**src/rtl/bcd_conv_sched_if.sv**
```systemverilog
// Request/result bundle for the shared binary-to-BCD converter.
// Two requesters on one side, per-channel BCD results on the other.
interface bcd_conv_sched_if;
  logic [1:0]  req;
  logic [7:0]  num0;
  logic [7:0]  num1;
  logic [1:0]  clr;
  logic [1:0]  ack;
  logic [11:0] bcd0;
  logic [11:0] bcd1;
  logic [1:0]  valid;
  logic        busy;

  modport master (
    output req, num0, num1, clr,
    input  ack, bcd0, bcd1, valid, busy
  );

  modport slave (
    input  req, num0, num1, clr,
    output ack, bcd0, bcd1, valid, busy
  );
endinterface

```
**src/rtl/bcd_conv_sched.sv**
```systemverilog
// Shared fixed-latency shift-add-3 binary-to-BCD converter.
// Two 8-bit requesters, round-robin arbitration, per-channel results.
module bcd_conv_sched #(
  parameter int STEPS = 8
) (
  input logic             CLOCK_50,
  input logic             res,
  bcd_conv_sched_if.slave bus
);

  typedef enum logic [1:0] {
    S_IDLE,
    S_SHIFT,
    S_DONE
  } state_t;

  state_t      r_state;
  logic [19:0] r_sh;
  logic [3:0]  r_step;
  logic        r_g;
  logic        r_last;
  logic [1:0]  r_ack;
  logic [1:0]  r_valid;
  logic [11:0] r_bcd0;
  logic [11:0] r_bcd1;
  logic        r_busy;

  logic [1:0]  w_req;
  logic        w_any;
  logic        w_gnt;
  logic [11:0] w_adj;
  logic [19:0] w_shift;
  logic        w_abort;

  function automatic logic [3:0] f_add3(
    input logic [3:0] d
  );
    return (d >= 4'd5) ? d + 4'd3 : d;
  endfunction

  // A channel being cleared cannot win arbitration on that edge.
  assign w_req = bus.req & ~bus.clr;
  assign w_any = |w_req;
  assign w_gnt = (&w_req) ? ~r_last : w_req[1];

  assign w_adj = {
    f_add3(r_sh[19:16]),
    f_add3(r_sh[15:12]),
    f_add3(r_sh[11:8])
  };
  assign w_shift = {w_adj, r_sh[7:0]} << 1;

  assign w_abort = bus.clr[r_g] && (r_state != S_IDLE);

  // Arbitration, iterative conversion and result registers.
  always_ff @(posedge CLOCK_50 or posedge res) begin
    if (res) begin
      r_state <= S_IDLE;
      r_sh    <= '0;
      r_step  <= '0;
      r_g     <= 1'b0;
      r_last  <= 1'b1;
      r_ack   <= '0;
      r_valid <= '0;
      r_bcd0  <= '0;
      r_bcd1  <= '0;
      r_busy  <= 1'b0;
    end else begin
      r_ack <= '0;
      if (w_abort) begin
        r_state <= S_IDLE;
        r_busy  <= 1'b0;
      end else begin
        unique case (r_state)
          S_IDLE: begin
            if (w_any) begin
              r_sh    <= {12'h000,
                          w_gnt ? bus.num1 : bus.num0};
              r_g     <= w_gnt;
              r_step  <= '0;
              r_state <= S_SHIFT;
              r_busy  <= 1'b1;
            end
          end
          S_SHIFT: begin
            r_sh   <= w_shift;
            r_step <= r_step + 4'd1;
            if (r_step == 4'(STEPS - 1))
              r_state <= S_DONE;
          end
          S_DONE: begin
            if (r_g) r_bcd1 <= r_sh[19:8];
            else     r_bcd0 <= r_sh[19:8];
            r_valid[r_g] <= 1'b1;
            r_ack[r_g]   <= 1'b1;
            r_last  <= r_g;
            r_state <= S_IDLE;
            r_busy  <= 1'b0;
          end
          default: begin
            r_state <= S_IDLE;
            r_busy  <= 1'b0;
          end
        endcase
      end
      if (bus.clr[0]) begin
        r_bcd0     <= '0;
        r_valid[0] <= 1'b0;
      end
      if (bus.clr[1]) begin
        r_bcd1     <= '0;
        r_valid[1] <= 1'b0;
      end
    end
  end

  assign bus.ack   = r_ack;
  assign bus.bcd0  = r_bcd0;
  assign bus.bcd1  = r_bcd1;
  assign bus.valid = r_valid;
  assign bus.busy  = r_busy;

endmodule

```
**src/flat_wrapper.sv**
```systemverilog
// flat-port wrapper written by rule: the top's interface ports become plain ports
module bcd_conv_sched_flat 
#(
  parameter int STEPS = 8
)
  (CLOCK_50, res, bus_req, bus_num0, bus_num1, bus_clr, bus_ack, bus_bcd0, bus_bcd1, bus_valid, bus_busy);
  bcd_conv_sched_if bus_i ();
  input logic CLOCK_50;
  input logic res;
  input wire logic [$bits(bus_i.req)-1:0] bus_req;
  input wire logic [$bits(bus_i.num0)-1:0] bus_num0;
  input wire logic [$bits(bus_i.num1)-1:0] bus_num1;
  input wire logic [$bits(bus_i.clr)-1:0] bus_clr;
  output wire logic [$bits(bus_i.ack)-1:0] bus_ack;
  output wire logic [$bits(bus_i.bcd0)-1:0] bus_bcd0;
  output wire logic [$bits(bus_i.bcd1)-1:0] bus_bcd1;
  output wire logic [$bits(bus_i.valid)-1:0] bus_valid;
  output wire logic [$bits(bus_i.busy)-1:0] bus_busy;
  assign bus_i.req = bus_req;
  assign bus_i.num0 = bus_num0;
  assign bus_i.num1 = bus_num1;
  assign bus_i.clr = bus_clr;
  assign bus_ack = bus_i.ack;
  assign bus_bcd0 = bus_i.bcd0;
  assign bus_bcd1 = bus_i.bcd1;
  assign bus_valid = bus_i.valid;
  assign bus_busy = bus_i.busy;
  bcd_conv_sched #(.STEPS(STEPS)) u_core (.CLOCK_50(CLOCK_50), .res(res), .bus(bus_i));
endmodule
```
**config.mk**
```make
export PLATFORM = sky130hd
export DESIGN_NAME = bcd_conv_sched_flat
export DESIGN_NICKNAME = d
export VERILOG_FILES = /design/src/rtl/bcd_conv_sched_if.sv /design/src/rtl/bcd_conv_sched.sv /design/src/flat_wrapper.sv
export SDC_FILE = /design/constraint.sdc
export NUM_CORES = 1
export LEC_CHECK = 0
export ABC_CLOCK_PERIOD_IN_PS = 2400
export CAP_MARGIN = 20
export CORE_MARGIN = 5
export CORE_UTILIZATION = 45
export DETAILED_ROUTE_END_ITERATION = 16
export PLACE_DENSITY = 0.75
export RECOVER_POWER = 100
export SYNTH_ARGS = -nofsm -noshare
export SYNTH_HDL_FRONTEND = slang
export SYNTH_SLANG_ARGS = --single-unit
```
**constraint.sdc**
```tcl
create_clock -name CLOCK_50 -period 2.4 [get_ports CLOCK_50]
set_clock_uncertainty 0.1 [all_clocks]
set_input_delay 0.48 -clock CLOCK_50 [delete_from_list [all_inputs] [get_ports CLOCK_50]]
set_output_delay 0.48 -clock CLOCK_50 [all_outputs]
set_load 0.02 [all_outputs]
```
==> summary.md, run 1 <==
| Metric | Value |
|---|---|
| Status | `completed` |
| Io pins | `51` |
| Xor and xnor area share after synthesis | `1.93%` |
| Final worst-path cycle share | `87.6%` |
| GR Overflow Total | `0` |
| CP delay by family, top | `buffers and inverters` |
| Die width | `87.8 µm` |
| Crit path required time | `2570 ps` |
| # setup viols final | `0` |
| Flops & latches, synth | `57` |
| EDFF count, synth | `0` |
| Arr. time, crit path | `2270 ps` |
| Synth Cell Area | `0.00272 mm²` |
| Die area | `0.00771 mm²` |
| Comb pwr share | `27.2%` |
| Final Power | `0.00303 W` |
| Iter 0 DRT Violations | `116` |
| Leak Pwr | `1.60 nW` |
| HPWL after detailed placement | `4320 µm` |
| Sequential Power Share | `41.3%` |
| Initial antenna violation count | `0` |
| Switching share of power | `32.1%` |
| Fin util | `59.5%` |
| Via count | `2263` |
| Power Internal | `0.00206 W` |
| Share of cells above drive strength 1 | `9.94%` |
| Nets | `366` |
| DR WL/cell | `14.9 µm` |
| Fraction of registers with async set/reset | `100%` |
| Setup crit end kind | `register` |
| Final RePlAce weighted congestion | `0.823` |
| Hold buffer count at cts | `0` |
| Element type at the critical path start | `primary input` |
| Max stage delay cell, worst path | `dlygate4sd3_1` |
| Largest net degree at the start of global routing | `58` |
| CTS tree | `yes` |
| Mux cell area share after synthesis | `2.02%` |
| Post-Synth Simple-Gate Area | `17.4%` |
| Postcts setup bufs | `0` |
| Max-slew violation count | `0` |
| Routed vias/inst | `5.43` |
| Clock Tree Buf Depth | `2` |
| Worst-Margin Slew | `1370 ps` |
| Antenna Nets Post-Route | `0` |
| Cell with the most instances after synthesis | `dfrtp_1` |
| H-tree Lvls | `3` |
| Clk Latency, worst-skew pair | `330 ps` |
| Crit path cell chain | `dlygate4sd3_1 > clkbuf_1 > mux2i_1 > clkbuf_1 > nand2_1 > buf_4 > a31oi_1 > o21a_1` |
| Syn Area/Cell | `9.69 µm²` |
| Maxcap violations | `0` |
| Clock share of power | `31.5%` |
| First-pass GRT wire length | `10600 µm` |
| FMAX | `475 MHz` |
| CTS root buffer | `clkbuf_8` |
| Die H | `87.8 µm` |
| Worst path depth | `8` |
| Final hold vios | `0` |
| Vias in the first global route | `2218` |
| Most used cell, CP | `clkbuf_1` |
| Drt first pass iters | `4` |
| CP Max Fanout | `16` |
| Post-synth top cells | `dfrtp_1 (56), nand2_1 (52), a21oi_1 (36)` |
| Buf/Inv on CP | `4` |
| Total GRT Usage | `17.6%` |
| Post-Synth Adder-Cell Area | `3.22%` |
| Max VDD drop | `0.392 mV` |
| Synthesis Warnings | `0` |
| Post-Route WL | `6220 µm` |
| Synth Net Count | `310` |
| Worst hold path type | `register to register` |
| DRC violations left | `0` |
| Initial Util | `46.3%` |
| Synth Area in Compound Gates | `18.7%` |
| Core area | `0.00589 mm²` |
| Antenna Cells | `0` |
| Largest family of logic cells by synthesized area | `compound AO/OA/AOI/OAI gates` |
| Register area share after synthesis | `52.4%` |
| Power Density | `866 mW/mm²` |
| Worst-path clk slew | `60 ps` |
| Post-cts gate resize count | `0` |
| Top-area cell type share of the netlist area | `51.5%` |
| Cells after Synth | `281` |
| DR top layer | `met4` |
| # clock sinks | `57` |
| Area growth syn-to-layout | `28.7%` |
| Psw | `0.000974 W` |
| Reg2Reg Depth | `6` |
| Slew HR | `8.49%` |
| Synth area leader | `dfrtp_1` |
| Hold depth | `2` |
| Synth top area cells | `dfrtp_1 (51%), nand2_1 (7.2%), a21oi_1 (6.6%), ha_1 (3.2%), nand3_1 (2.9%)` |
| Clock buffer count from CTS | `9` |
| Critical path type | `primary input to register` |
| Setup TNS | `0 ps` |
| Ys flop type | `dfrtp_1` |
| Detail Route met2 WL | `2870 µm` |
| Std cell rows | `28` |
| Period minus WS final | `2100 ps` |
| Met3 wire length | `437 µm` |
| WL met1 | `2810 µm` |
| Unique masters post-synth | `42` |
| Worst path max stage delay | `590 ps` |
| Setup repair after global routing missed its margin | `false` |
| Port Buf Inserts | `50` |
[worst register-to-register path, delay by kind of cell, from the launching register on]
kind / cells / cell delay [ps]
adder cells (fa/ha/maj): 1 / 200
multiplexers: 1 / 370
AO/OA/AOI/OAI: 2 / 420
flip-flops: 1 / 480
buffers and inverters: 1 / 100
AND/OR/NAND/NOR: 1 / 70
[cells by family after synthesis]
family / after synthesis
AO/OA/AOI/OAI: 79
XOR/XNOR: 6
adder cells (fa/ha/maj): 7
buffers and inverters: 23
flip-flops: 57
multiplexers: 5
AND/OR/NAND/NOR: 104
[state kept, by name, summed over array words and instances (netlist names)]
register and cells:
u_core.bus.ack 2, u_core.bus.bcd0 12, u_core.bus.bcd1 12, u_core.bus.busy 1, u_core.bus.valid 2, u_core.r_g 1, u_core.r_last 1, u_core.r_sh 20
u_core.r_state 2, u_core.r_step 4
[power by group through the flow]
stage,clock [W],sequential [W],combinational (W)
6_report,0.000956,0.00125,0.000826
2_1_floorplan,0,0.00123,0.000640
5_1_grt,0.00102,0.00128,0.000921
3_3_place_gp,0,0.00126,0.000823
3_5_place_dp,0,0.00127,0.000845
4_1_cts,0.000968,0.00125,0.000849
[worst paths after layout]
path,start,endpoint,slack [ps]
worst max register to register,u_core.r_sh[8],u_core.r_sh[10],590
worst min-delay path,u_core.bus.valid[1],u_core.bus.valid[1],390
max in group asynchronous,res,u_core.bus.valid[1],540
worst min register to register,u_core.bus.valid[1],u_core.bus.valid[1],390
min in group asynchronous,res,u_core.bus.ack[0],810
worst max-delay path,bus_clr[1],u_core.r_state[0],300
[layer usage]
layer,vias to the layer above,track usage (%)
met2,73,27.5
met1,1083,24.0
met4,0,6.42
met3,10,4.14
met5,-,0
li1,1097,-
[final cells by class]
type	instances	area (µm²)
Clock buffer	14	183
Clock inverter	2	35.0
Fill cell	513	2380
Inverter	8	30.0
Multi-Input combinational cell	201	1170
Sequential cell	57	1430
Tap cell	75	93.8
Timing Repair Buffer	60	562
[placed cells by master (no fill, tap or decap), types with 6 or more instances in the layout]
cell and count:
nand3_1 16, inv_1 7, o31ai_1 8, nand2_1 52, dlygate4sd3_1 30, clkbuf_8 13, clkdlybuf4s50_1 20, a31o_2 7
buf_4 6, dfrtp_1 56, nor2_1 19, o21ai_0 10, ha_1 7, a21oi_1 36, a22o_1 6
[per-stage QoR]
stage                     cells  hold slack, ps  setup WS (ps)  cell area (µm²)
after global placement      401             378            157             3320
after detailed placement    401             387            110             3320
after CTS                   417             403            466             3530
after floorplan             281             357            422             2720
final                       417             395            297             3500
after global routing        417             433            170             3500
Note: power is estimated with default switching activity, not from simulation.
==> run 2, diff against run 1 <==
--- a/config.mk
+++ b/config.mk
@@ -10,6 +10,7 @@
 export CORE_MARGIN = 5
 export CORE_UTILIZATION = 45
 export DETAILED_ROUTE_END_ITERATION = 16
+export HOLD_SLACK_MARGIN = 0.02
 export PLACE_DENSITY = 0.75
 export RECOVER_POWER = 100
 export SYNTH_ARGS = -nofsm -noshare
==> results of run 2 <==
Final layout, timing and power as in run 1 (identical DEF).
==> run 3, diff against run 2 <==
--- a/config.mk
+++ b/config.mk
@@ -10,6 +10,7 @@
 export CORE_MARGIN = 5
 export CORE_UTILIZATION = 45
 export DETAILED_ROUTE_END_ITERATION = 16
+export GPL_TIMING_DRIVEN = 1
 export HOLD_SLACK_MARGIN = 0.02
 export PLACE_DENSITY = 0.75
 export RECOVER_POWER = 100
==> results of run 3 <==
Final layout, timing and power as in run 1 (identical DEF).
